===== config.mk =====
export PLATFORM = sky130hd
export DESIGN_NAME = reg_file_mp
export DESIGN_NICKNAME = d
export VERILOG_FILES = /design/src/rtl/reg_file_mp.sv
export SDC_FILE = /design/constraint.sdc
export NUM_CORES = 1
export LEC_CHECK = 0
export ABC_AREA = 1
export BUFFER_PORTS_ARGS = -buffer_cell sky130_fd_sc_hd__buf_2
export CAP_MARGIN = 25
export CORE_MARGIN = 1.5
export CORE_UTILIZATION = 40
export CTS_CLUSTER_DIAMETER = 40
export DETAILED_ROUTE_END_ITERATION = 10
export SLEW_MARGIN = 20
export SYNTH_ARGS = -nofsm -noshare
export SYNTH_HDL_FRONTEND = slang
export SYNTH_SLANG_ARGS = --single-unit

===== constraint.sdc =====
create_clock -name clock -period 1.1 [get_ports clock]
set_input_delay 0.22 -clock clock [delete_from_list [all_inputs] [get_ports clock]]
set_output_delay 0.22 -clock clock [all_outputs]
set_load 0.005 [all_outputs]

===== src/rtl/reg_file_mp.sv =====
// Multi-read-port register file with a per-register busy scoreboard.
// Read ports have a 1-cycle registered latency; write-to-read forwarding is optional.
module reg_file_mp #(
    parameter int DATA_WIDTH = 24,
    parameter int ADDR_WIDTH = 2,
    parameter int NUM_READ   = 2,
    parameter int ZERO_REG   = 1,
    parameter int BYPASS     = 1
) (
    input  logic                           clock,
    input  logic                           reset_n,
    input  logic [NUM_READ*ADDR_WIDTH-1:0] read_reg,
    output logic [NUM_READ*DATA_WIDTH-1:0] read_data,
    output logic [NUM_READ-1:0]            read_busy,
    input  logic                           reg_write,
    input  logic [ADDR_WIDTH-1:0]          write_reg,
    input  logic [DATA_WIDTH-1:0]          write_data,
    input  logic                           issue_valid,
    input  logic [ADDR_WIDTH-1:0]          issue_reg
);

    localparam int DEPTH = 2 ** ADDR_WIDTH;

    logic [DATA_WIDTH-1:0] regs [DEPTH];
    logic [DEPTH-1:0]      busy;
    logic [DEPTH-1:0]      busy_nxt;

    logic [ADDR_WIDTH-1:0] addr_p0 [NUM_READ];
    logic [DATA_WIDTH-1:0] data_p0 [NUM_READ];
    logic                  bsy_p0  [NUM_READ];
    logic [DATA_WIDTH-1:0] data_p1 [NUM_READ];
    logic                  bsy_p1  [NUM_READ];

    function automatic logic is_zero_reg(input logic [ADDR_WIDTH-1:0] a);
        return (ZERO_REG != 0) && (a == '0);
    endfunction

    // Issue is applied after the clear so a same-edge producer keeps the register busy.
    always_comb begin
        busy_nxt = busy;
        if (reg_write)
            busy_nxt[write_reg] = 1'b0;
        if (issue_valid && !is_zero_reg(issue_reg))
            busy_nxt[issue_reg] = 1'b1;
    end

    always_ff @(posedge clock or negedge reset_n) begin
        if (!reset_n) begin
            for (int i = 0; i < DEPTH; i++)
                regs[i] <= '0;
            busy <= '0;
        end else begin
            if (reg_write && !is_zero_reg(write_reg))
                regs[write_reg] <= write_data;
            busy <= busy_nxt;
        end
    end

    // Stage p0: address decode, optional forwarding of the same-edge write and busy update
    always_comb begin
        for (int p = 0; p < NUM_READ; p++) begin
            addr_p0[p] = read_reg[p*ADDR_WIDTH +: ADDR_WIDTH];
            data_p0[p] = regs[addr_p0[p]];
            bsy_p0[p]  = busy[addr_p0[p]];
            if (BYPASS != 0) begin
                if (reg_write && (write_reg == addr_p0[p]))
                    data_p0[p] = write_data;
                bsy_p0[p] = busy_nxt[addr_p0[p]];
            end
            if (is_zero_reg(addr_p0[p])) begin
                data_p0[p] = '0;
                bsy_p0[p]  = 1'b0;
            end
        end
    end

    // Stage p1: registered read outputs
    always_ff @(posedge clock or negedge reset_n) begin
        if (!reset_n) begin
            for (int p = 0; p < NUM_READ; p++) begin
                data_p1[p] <= '0;
                bsy_p1[p]  <= 1'b0;
            end
        end else begin
            for (int p = 0; p < NUM_READ; p++) begin
                data_p1[p] <= data_p0[p];
                bsy_p1[p]  <= bsy_p0[p];
            end
        end
    end

    always_comb begin
        read_data = '0;
        read_busy = '0;
        for (int p = 0; p < NUM_READ; p++) begin
            read_data[p*DATA_WIDTH +: DATA_WIDTH] = data_p1[p];
            read_busy[p]                          = bsy_p1[p];
        end
    end

endmodule


# After elaboration in Yosys (flattened, before gate mapping)
# Index checks and enable logic that the tools add are counted.
op_classes:
  addsub: 0
  n_mul: 0
  div_mod_pow: 0
  magnitude_cmp: 10
  eq_ne: 2
  n_shift: 0
  n_mux: 25
  bitwise: 6
  n_reduce_logical: 13
op_table:
  columns: ["op", "n"]
  rows:
  - ["2-to-1 mux 24 bit", 9]
  - ["binary-select mux 24 bit (select 2 bit)", 2]
  - ["bitwise mux 96 bit", 1]
  - ["demux 24 bit (select 2 bit)", 1]
  - ["less-than comparator 2 x 3 -> 1 bit (second input constant)", 4]
  - [">= comparator 3 bit (second input constant)", 3]
  - ["NOT 2 -> 3 bit", 3]
  - ["logical NOT 2 bit", 4]
  - ["2-to-1 mux 4 bit", 2]
  - ["logical AND 1 bit", 7]
  - ["2-to-1 mux 1 bit", 6]
  - ["bitwise AND 4 bit", 1]
  - ["binary-select mux 1 bit (select 2 bit)", 2]
  - ["demux 1 bit (select 2 bit)", 2]
  - ["== test 2 bit", 2]
  - [">= comparator 2 x 1 -> 1 bit (second input constant)", 2]
  - ["NOT 4 bit", 1]
  - ["bitwise OR 4 bit", 1]
  - ["less-than comparator 3 x 1 -> 1 bit (second input constant)", 1]
  - ["logical NOT 1 bit", 2]
totals:
  reg_bits: 150
  latch_bits: 0
  mem_bits_rw: 0
  romBits: 0
  in_bits: 36
  output_inout_bits: 50
  wordCells: 65
  memories: 0

# Logic depth before layout (Yosys ltp)
# Gate-level depths: netlist (run 1).
depth:
  ltp_word: 12
  mapped_depth: 8
  mapped_depth_nobuf: 7

# Worst setup path before layout (run 1)
# No wires, ideal clock.
synth_path:
  kind: "in2reg"
  start: "input read_reg[1]"
  end: "register data_p1, in the netlist read_data[10]"
  setup_time_ps: 71
  t_arrival_ps: 1069
  required_ps: 1029
  path_slack_ps: -40
  cell_stages: 7
  path_buffers: 2
  cell_sequence: "buf_4 -> a21boi_4 -> nand2_2 -> nor2_4 -> buf_6 -> nor2_1 -> nor2_1"
synth_rtl:
  columns: ["item", "line_no", "rtl"]
  rows:
  - ["from (decl)", "12", "input logic [NUM_READ*ADDR_WIDTH-1:0] read_reg,"]
  - ["to (signal, indexed assignment)", "86", "data_p1[p] <= data_p0[p];"]
  - ["to (decl)", "31", "logic [DATA_WIDTH-1:0] data_p1 [NUM_READ];"]

# Final worst setup path (run 1)
layout_path:
  start: "register data_p1, in the netlist read_data[22]"
  end: "output read_data[22]"
layout_rtl:
  columns: ["item", "line_no", "rtl"]
  rows:
  - ["to (decl)", "13", "output logic [NUM_READ*DATA_WIDTH-1:0] read_data,"]
# No word-level cell between the ends.

==> results of run 1 <==
==> Yosys cell counts (2+ instances only) <==
master and count:
a21oi_1 3, buf_1 2, buf_2 30, buf_6 2, clkbuf_1 49, dfrtp_1 149, inv_1 76, inv_2 6
nand2_1 236, nand3_1 18, nand3b_1 2, nand4_1 25, nor2_1 165, o211ai_1 41, o21ai_0 131, o21ai_1 17
==> state kept, by name (all words and copies together) (netlist names) <==
name / count
read_busy: 2
read_data: 48
busy: 3
regs: 96
==> worst paths after layout <==
path	from	to	slack [ps]	cells past startpoint
min reg2reg	regs[72]	regs[72]	400	0
min	write_data[20]	read_data[44]	60	3
max	read_data[22]	read_data[22]	-90	1
min in group asynchronous	reset_n	regs[54]	250	2
max in group asynchronous	reset_n	regs[87]	350	3
max reg2reg	regs[76]	read_data[4]	80	6
==> routing by layer <==
| layer | wire length (um) | vias to the layer above |
|---|---|---|
| met4 | 288 | 0 |
| met5 | 0 | - |
| met2 | 9410 | 223 |
| met3 | 1460 | 25 |
| li1 | - | 3251 |
| met1 | 9810 | 3076 |
==> cell type report <==
type | count | area [um2]
fill | 1685 | 8820
sequential | 149 | 3730
multi-input combinational | 642 | 2880
timing repair buffer | 165 | 1370
clock buffer | 22 | 464
inverter | 83 | 314
tap | 229 | 287
clock inverter | 6 | 32.5
==> timing repair <==
action | in CTS | in global routing
resized for setup | 0 | 2
hold buffers | 1 | 0
endpoints found under the setup margin | 50 | 52
endpoints found under the hold margin | 104 | 0
==> power by group through the flow <==
stage | sequential (uW) | combinational, uW | clock (uW)
6_report | 6530 | 2730 | 5070
3_3_place_gp | 6610 | 2700 | 0
5_1_grt | 6610 | 3120 | 5410
4_1_cts | 6530 | 2750 | 5180
3_5_place_dp | 6620 | 2740 | 0
2_1_floorplan | 6570 | 1500 | 0
==> logic make-up after synthesis <==
logic type / Yosys count
AO/OA/AOI/OAI: 193
buffers and inverters: 168
flip-flops: 149
AND/OR/NAND/NOR: 449
==> per-stage QoR <==
step	util (%)	instance area [um2]	total power [uW]	TNS, ps	hold WS, ps
global placement	47.9	8570	9310	-12090	129
global route	50.7	9080	15200	-3150	72.0
floorplan	-	7300	8070	0	-75.6
finish	50.7	9080	14300	-1590	64.4
CTS	50.7	9080	14500	-2320	59.1
detailed placement	47.9	8570	9360	-12170	128
==> flow_metrics.env, run 1 <==
export IMPL_outcome="complete, but fails checks"
export IMPL_failed_checks="setup timing"
export IMPL_grt_use_met2_pct=35.0
export IMPL_max_clock_freq_mhz=839
export IMPL_synth_top_family_by_area="simple AND/OR/NAND/NOR gates"
export IMPL_max_clock_path_buffers=2
export IMPL_synth_compound_area_share_pct=14.8
export IMPL_synthAdderAreaFrac_pct=0
export IMPL_swShare_pct=28.6
export IMPL_wl_um=21000
export IMPL_drive_above_1_share_pct=18.9
export IMPL_vias_per_cell=5.07
export IMPL_nets=1094
export IMPL_final_cell_mix="nand2_1 (235), nor2_1 (164), dfrtp_1 (149), o21ai_0 (130), buf_2 (84)"
export IMPL_use_met1_pct=32.6
export IMPL_drc_errors=0
export IMPL_gp_congestion=0.841
export IMPL_cap_violations=0
export IMPL_insertion_delay_ps=430
export IMPL_ant_nets=0
export IMPL_syn_avg_cell_area_um2=7.61
export IMPL_dp_slack_ps=-320
export IMPL_p_leak_uw=0.00473
export IMPL_netlist_instances=959
export IMPL_grt_max_degree=49
export IMPL_cts_root_buf="clkbuf_16"
export IMPL_ys_ff_latch=149
export IMPL_cts_tree="yes"
export IMPL_combPwrFrac_pct=19.1
export IMPL_worstPathMaxFanout=1
export IMPL_min_path_type="in -> reg"
export IMPL_synth_area_mux_share_pct=0
export IMPL_dr_pass1_iters=5
export IMPL_yosys_top_cells_area="dfrtp_1 (51%), nand2_1 (12%), o21ai_0 (9.0%), nor2_1 (8.5%), o211ai_1 (4.2%)"
export IMPL_fin_worst_skew_ps=6.24
export IMPL_crit_arrival_ps=970
export IMPL_rsz0062_at_grt="yes"
export IMPL_synth_simple_area_share_pct=24.6
export IMPL_cp_num_buf_inv=1
export IMPL_grt_pass1_wl_um=34700
export IMPL_grt_pass1_vias=6363
export IMPL_synth_edff_count=0
export IMPL_core_area_um2=17900
export IMPL_clock_power_share_pct=35.4
export IMPL_peakVddDrop_mv=1.09
export IMPL_io_buffers=85
export IMPL_grt_total_usage_pct=23.1
export IMPL_row_count=49
export IMPL_diodes=0
export IMPL_clk_pin_slew_worst_paths_ps=60
export IMPL_synth_warnings=0
export IMPL_die_y_um=138
export IMPL_netlist_area_um2=7300
export IMPL_cts_buffers=17
export IMPL_ys_types=23
export IMPL_switchingPower_uw=4100
export IMPL_cts_setup_buffers=0
export IMPL_crit_path_start_kind="flip-flop"
export IMPL_synth_nets=995
export IMPL_via_count=6575
export IMPL_dieArea_um2=19100
export IMPL_post_dp_hpwl_um=14500
export IMPL_ys_flop_type="dfrtp_1"
export IMPL_finalCriticalPeriod_ps=1190
export IMPL_p_int_uw=10200
export IMPL_power_density_nw_per_um2=1580
export IMPL_synth_xor_area_share_pct=0
export IMPL_cpMaxStageDelayCell="dfrtp_1"
export IMPL_slowest_delay_ps=410
export IMPL_period_share_pct=108
export IMPL_critPathTopFamily="flip-flops"
export IMPL_power_frac_seq_pct=45.6
export IMPL_area_growth_syn_to_layout_pct=24.5
export IMPL_initial_core_util_pct=40.8
export IMPL_slew_violations=0
export IMPL_crit_chain="buf_2"
export IMPL_fin_ws_ps=-92.4
export IMPL_grt_busiest_layer="met2"
export IMPL_globalRouteOverflowTotal=0
export IMPL_finalHoldViolCount=0
export IMPL_gr_usage_met3_pct=5.65
export IMPL_worstSetupPathType="reg -> out"
export IMPL_drt_iter0_markers=525
export IMPL_cts_sinks=149
export IMPL_required_ps=880
export IMPL_synth_async_reset_ratio_pct=100
export IMPL_ioPinCount=86
export IMPL_relSlewSlack_pct=77.9
export IMPL_yosysTopAreaCell="dfrtp_1"
export IMPL_antenna_found_initial=0
export IMPL_layoutNonFillerInstCount=1296
export IMPL_setup_viol=50
export IMPL_place_inst=1267
export IMPL_yosysSeqAreaShare_pct=51.1
export IMPL_worstMarginPinSlew_ps=332
export IMPL_endpoint_kind="output pin"
export IMPL_synth_top_area_share_pct=51.1
export IMPL_fp_dieW_um=138
export IMPL_htree_num_levels=4
export IMPL_mostFrequentLayoutCell="nand2_1"
export IMPL_wl_per_cell_um=16.2
Power figures use the tool's default switching activity.
==> run 2, diff against run 1 <==
Settings changed: CORE_ASPECT_RATIO set to 1.5, CTS_BUF_LIST set to sky130_fd_sc_hd__clkbuf_8.
==> run 2 against run 1 <==
The run still ends with setup timing left. Routed wire length fell by 2.8%. Sequential power barely moved. Cell area down 3.7%. Critical path type unchanged. Critical endpoint is now read_data[12]. Largest power group unchanged. Highest routed layer unchanged.
==> flow_metrics.env, run 2 (same netlist as run 1, synthesis figures left out) <==
export IMPL_regArea_um2=3730
export IMPL_worstMarginPinSlew_ps=311
export IMPL_setup_viol=50
export IMPL_place_inst=1241
export IMPL_failed_checks="setup timing"
export IMPL_largest_reg_flops=96
export IMPL_worstSetupPathType="reg -> out"
export IMPL_fp_dieW_um=113
export IMPL_peakVddDrop_mv=0.690
export IMPL_timing_reg2reg_setup_slack_ps=110
export IMPL_holdPathStages=3
export IMPL_fin_worst_skew_ps=14.0
export IMPL_vias_per_cell=5.07
export IMPL_ioPinCount=86
export IMPL_hold_start="write_data[21]"
export IMPL_via_count=6457
export IMPL_hold_path_end="read_data[45]"
export IMPL_p_leak_uw=0.00458
export IMPL_postPlaceCellArea_um2=8330
export IMPL_power_total_uw=13500
export IMPL_insertion_delay_ps=450
export IMPL_cpMaxStageDelayCell="dfrtp_1"
export IMPL_globalRouteOverflowTotal=0
export IMPL_mostFrequentLayoutCell="nand2_1"
export IMPL_layoutNonFillerInstCount=1273
export IMPL_grt_pass1_wl_um=33300
export IMPL_area_growth_syn_to_layout_pct=19.8
export IMPL_clk_pin_slew_worst_paths_ps=80
export IMPL_final_area_um2=8740
export IMPL_antenna_found_initial=0
export IMPL_cts_sinks=149
export IMPL_period_share_pct=111
export IMPL_final_cell_mix="nand2_1 (235), nor2_1 (163), dfrtp_1 (149), o21ai_0 (131), buf_2 (84)"
export IMPL_rsz0062_at_grt="yes"
export IMPL_crit_path_start_kind="flip-flop"
export IMPL_cts_tree="yes"
export IMPL_min_path_type="in -> reg"
export IMPL_max_clock_path_buffers=2
export IMPL_ff2ff_path_depth=6
export IMPL_relSlewSlack_pct=79.3
export IMPL_ant_nets=0
export IMPL_die_y_um=168
export IMPL_r2r_end="read_data[6]"
export IMPL_drt_iter0_markers=495
export IMPL_tns_ps=-3080
export IMPL_post_dp_hpwl_um=14000
export IMPL_gp_congestion=0.819
export IMPL_fin_ws_ps=-117
export IMPL_htree_num_levels=4
export IMPL_initial_core_util_pct=40.8
export IMPL_slowest_delay_ps=410
export IMPL_dr_pass1_iters=4
export IMPL_cp_num_buf_inv=1
export IMPL_drc_errors=0
export IMPL_wl_um=20400
export IMPL_nets=1080
export IMPL_required_ps=880
export IMPL_fill_cells=1800
export IMPL_dieArea_um2=19100
export IMPL_finalCriticalPeriod_ps=1220
export IMPL_cts_buffers=17
export IMPL_timing_rr_start="regs[78]"
export IMPL_outcome="complete, but fails checks"
export IMPL_worstPathMaxFanout=1
export IMPL_crit_chain="buf_2"
export IMPL_cts_setup_buffers=0
export IMPL_critPathTopFamily="flip-flops"
export IMPL_slew_violations=0
export IMPL_grt_total_usage_pct=22.7
export IMPL_wl_per_cell_um=16.0
export IMPL_diodes=0
export IMPL_grt_max_degree=55
export IMPL_max_clock_freq_mhz=822
export IMPL_fin_util_pct=48.9
export IMPL_multi_input_area_um2=2880
export IMPL_grt_pass1_vias=6390
export IMPL_cts_root_buf="clkbuf_8"
export IMPL_cap_violations=0
export IMPL_drive_above_1_share_pct=18.1
export IMPL_row_count=60
export IMPL_io_buffers=85
export IMPL_power_density_nw_per_um2=1550
export IMPL_endpoint_kind="output pin"
export IMPL_top_register="regs"
export IMPL_core_area_um2=17900
export IMPL_crit_arrival_ps=1000
export IMPL_finalHoldViolCount=0
[run 2: changes by cell type in the layout (fill, tap and decap cells not counted), moves of 3 or more]
cell / delta
buf_12: -10
buf_4: -4
bufinv_16: +3
clkbuf_1: -3
clkbuf_16: -17
clkbuf_8: +17
clkinv_2: -3
inv_1: +4
[run 2: final cells by class]
cell class              instances  area share (%)
well taps                     217            3.11
multi-input cells             642            33.0
inverters                      83            3.59
clock inverters                12            1.59
clock buffers                  19            2.99
flip-flops and latches        149            42.7
repair buffers                151            13.1
[run 2: layer usage]
layer	share of wire, %	global-route usage [%]
met1	44	29.5
met2	50	38.8
met3	4.0	3.71
met4	1.5	6.79
met5	0	0
[run 2: worst max path at each step]
stage,end,from,cells past startpoint
CTS,read_data[12],read_data[12],1
global route,read_data[12],read_data[12],1
detailed placement,read_data[6],read_reg[0],8
finish,read_data[12],read_data[12],1
floorplan,read_data[10],read_reg[1],7
global placement,read_data[6],read_reg[0],8
[run 2: metrics by stage]
stage                     setup WS [ps]  hold WS, ps
final                              -117         34.4
after global routing               -158         34.9
after CTS                          -145         13.4
after detailed placement           -245          235
after global placement             -210          236
after floorplan                    5.00        -75.6
[run 2: repair_timing]
action	in CTS	in global routing
endpoints found under the hold margin	149	0
setup endpoints to repair	50	53
hold buffers	1	0
pin swaps	0	2
resized for setup	0	2
[run 2: where the power goes]
part	switching [uW]	total (uW)	internal (uW)
clock	2080	4400	2320
combinational	1540	2610	1070
sequential	367	6520	6150
total	3990	13500	9540
==> run 3, diff against run 2 <==
Settings changed: TNS_END_PERCENT set to 1.
Clock period 1.1 ns to 1.3 ns, I/O delays scaled along.
==> run 3 against run 2 <==
The flow now finishes without violations. Setup slack gained 130 ps. Via count is 0.29% higher. First-iteration DRC count shrank 25%. Non-clock buffer count unchanged. Clock skew decreased by 3.1 ps. Sequential power down 15%. Largest power group unchanged. Highest routed layer unchanged.
==> flow_metrics.env, run 3 (same netlist as run 1, synthesis figures left out) <==
export IMPL_final_cell_mix="nand2_1 (236), nor2_1 (165), dfrtp_1 (149), o21ai_0 (131), buf_2 (84)"
export IMPL_fill_cells=1804
export IMPL_core_area_um2=17900
export IMPL_drt_iter0_markers=373
export IMPL_cts_setup_buffers=0
export IMPL_critPathTopFamily="flip-flops"
export IMPL_cts_tree="yes"
export IMPL_worstMarginPinSlew_ps=361
export IMPL_endpoint_kind="output pin"
export IMPL_startpoint="read_data[36]"
export IMPL_cap_violations=0
export IMPL_area_growth_syn_to_layout_pct=19.3
export IMPL_tns_ps=0
export IMPL_top_register="regs"
export IMPL_post_dp_hpwl_um=13900
export IMPL_crit_path_start_kind="flip-flop"
export IMPL_fin_worst_skew_ps=10.9
export IMPL_timing_reg2reg_setup_slack_ps=210
export IMPL_finalCriticalPeriod_ps=1290
export IMPL_largest_reg_flops=96
export IMPL_crit_chain="buf_2"
export IMPL_clk_pin_slew_worst_paths_ps=90
export IMPL_via_count=6476
export IMPL_period_share_pct=99.1
export IMPL_grt_total_usage_pct=22.3
export IMPL_nets=1080
export IMPL_hold_start="write_data[13]"
export IMPL_layoutNonFillerInstCount=1274
export IMPL_vias_per_cell=5.08
export IMPL_worstSetupPathType="reg -> out"
export IMPL_diodes=0
export IMPL_timing_rr_start="regs[32]"
export IMPL_ant_nets=0
export IMPL_r2r_end="read_data[32]"
export IMPL_max_clock_path_buffers=2
export IMPL_max_clock_freq_mhz=777
export IMPL_p_leak_uw=0.00455
export IMPL_mostFrequentLayoutCell="nand2_1"
export IMPL_finalHoldViolCount=0
export IMPL_worstPathMaxFanout=1
export IMPL_drive_above_1_share_pct=18.2
export IMPL_required_ps=1040
export IMPL_grt_max_degree=64
export IMPL_antenna_found_initial=0
export IMPL_hold_path_end="read_data[37]"
export IMPL_grt_pass1_vias=6292
export IMPL_power_total_uw=11300
export IMPL_rsz0062_at_grt="yes"
export IMPL_power_density_nw_per_um2=1300
export IMPL_drc_errors=0
export IMPL_cp_num_buf_inv=1
export IMPL_cts_root_buf="clkbuf_8"
export IMPL_cts_buffers=17
export IMPL_peakVddDrop_mv=0.578
export IMPL_grt_pass1_wl_um=33000
export IMPL_wl_um=20300
export IMPL_insertion_delay_ps=460
export IMPL_die_y_um=168
export IMPL_wl_per_cell_um=16.0
export IMPL_dr_pass1_iters=4
export IMPL_ff2ff_path_depth=6
export IMPL_cts_sinks=149
export IMPL_place_inst=1241
export IMPL_ioPinCount=86
export IMPL_gp_congestion=0.826
export IMPL_dieArea_um2=19100
export IMPL_slew_violations=0
export IMPL_outcome="finished clean"
export IMPL_cpMaxStageDelayCell="dfrtp_1"
export IMPL_fp_dieW_um=113
export IMPL_globalRouteOverflowTotal=0
export IMPL_slowest_delay_ps=420
export IMPL_min_path_type="in -> reg"
export IMPL_holdPathStages=3
export IMPL_crit_arrival_ps=1030
export IMPL_setup_viol=0
export IMPL_initial_core_util_pct=40.8
export IMPL_row_count=60
export IMPL_htree_num_levels=4
export IMPL_relSlewSlack_pct=75.9
export IMPL_io_buffers=85
[run 3: changes by cell type in the layout (fill, tap and decap cells not counted), moves of 2 or more]
cell	before	now
clkinv_2	2	5
clkinv_4	0	3
inv_1	80	77
nor2_1	163	165
nor2_2	2	0
[run 3: what timing repair did]
action	CTS	global route
resized for setup	0	0
endpoints found under the setup margin	0	1
endpoints found under the hold margin	149	0
hold buffers	1	0
[run 3: routing by layer]
layer | vias up | routed length, um | part of all wire (%) | global-route usage [%]
met3 | 36 | 936 | 4.6 | 4.10
met2 | 179 | 9640 | 47 | 35.6
li1 | 3219 | - | - | -
met1 | 3042 | 9170 | 45 | 30.1
met5 | - | 0 | 0 | 0
met4 | 0 | 592 | 2.9 | 8.75
[run 3: how the worst max path moves through the flow]
stage	to	cells past startpoint
finish	read_data[36]	1
detailed placement	read_data[32]	9
CTS	read_data[36]	1
global route	read_data[36]	1
global placement	read_data[32]	9
floorplan	read_data[10]	7
[run 3: area by class of cell]
| type | instances | area, um2 | share of cell area (%) |
|---|---|---|---|
| multi-input cells | 642 | 2880 | 33.0 |
| repair buffers | 151 | 1130 | 13.0 |
| clock inverters | 14 | 138 | 1.58 |
| clock buffers | 18 | 248 | 2.85 |
| flip-flops and latches | 149 | 3730 | 42.8 |
| well taps | 217 | 272 | 3.12 |
| inverters | 83 | 314 | 3.61 |
[run 3: stage by stage]
| step | worst slack, ps | util (%) | instance area (um2) | hold WS (ps) |
|---|---|---|---|---|
| final | 12.3 | 48.7 | 8710 | 63.0 |
| after global routing | -16.0 | 48.7 | 8710 | 66.3 |
| after CTS | 7.01 | 48.7 | 8710 | 50.9 |
| after detailed placement | -126 | 46.5 | 8310 | 113 |
| after global placement | -121 | 46.5 | 8310 | 112 |
| after floorplan | 120 | - | 7300 | -35.6 |
[run 3: power by group]
group | internal [uW] | switching [uW]
clock | 1730 | 1810
combinational | 904 | 1300
sequential | 5200 | 325
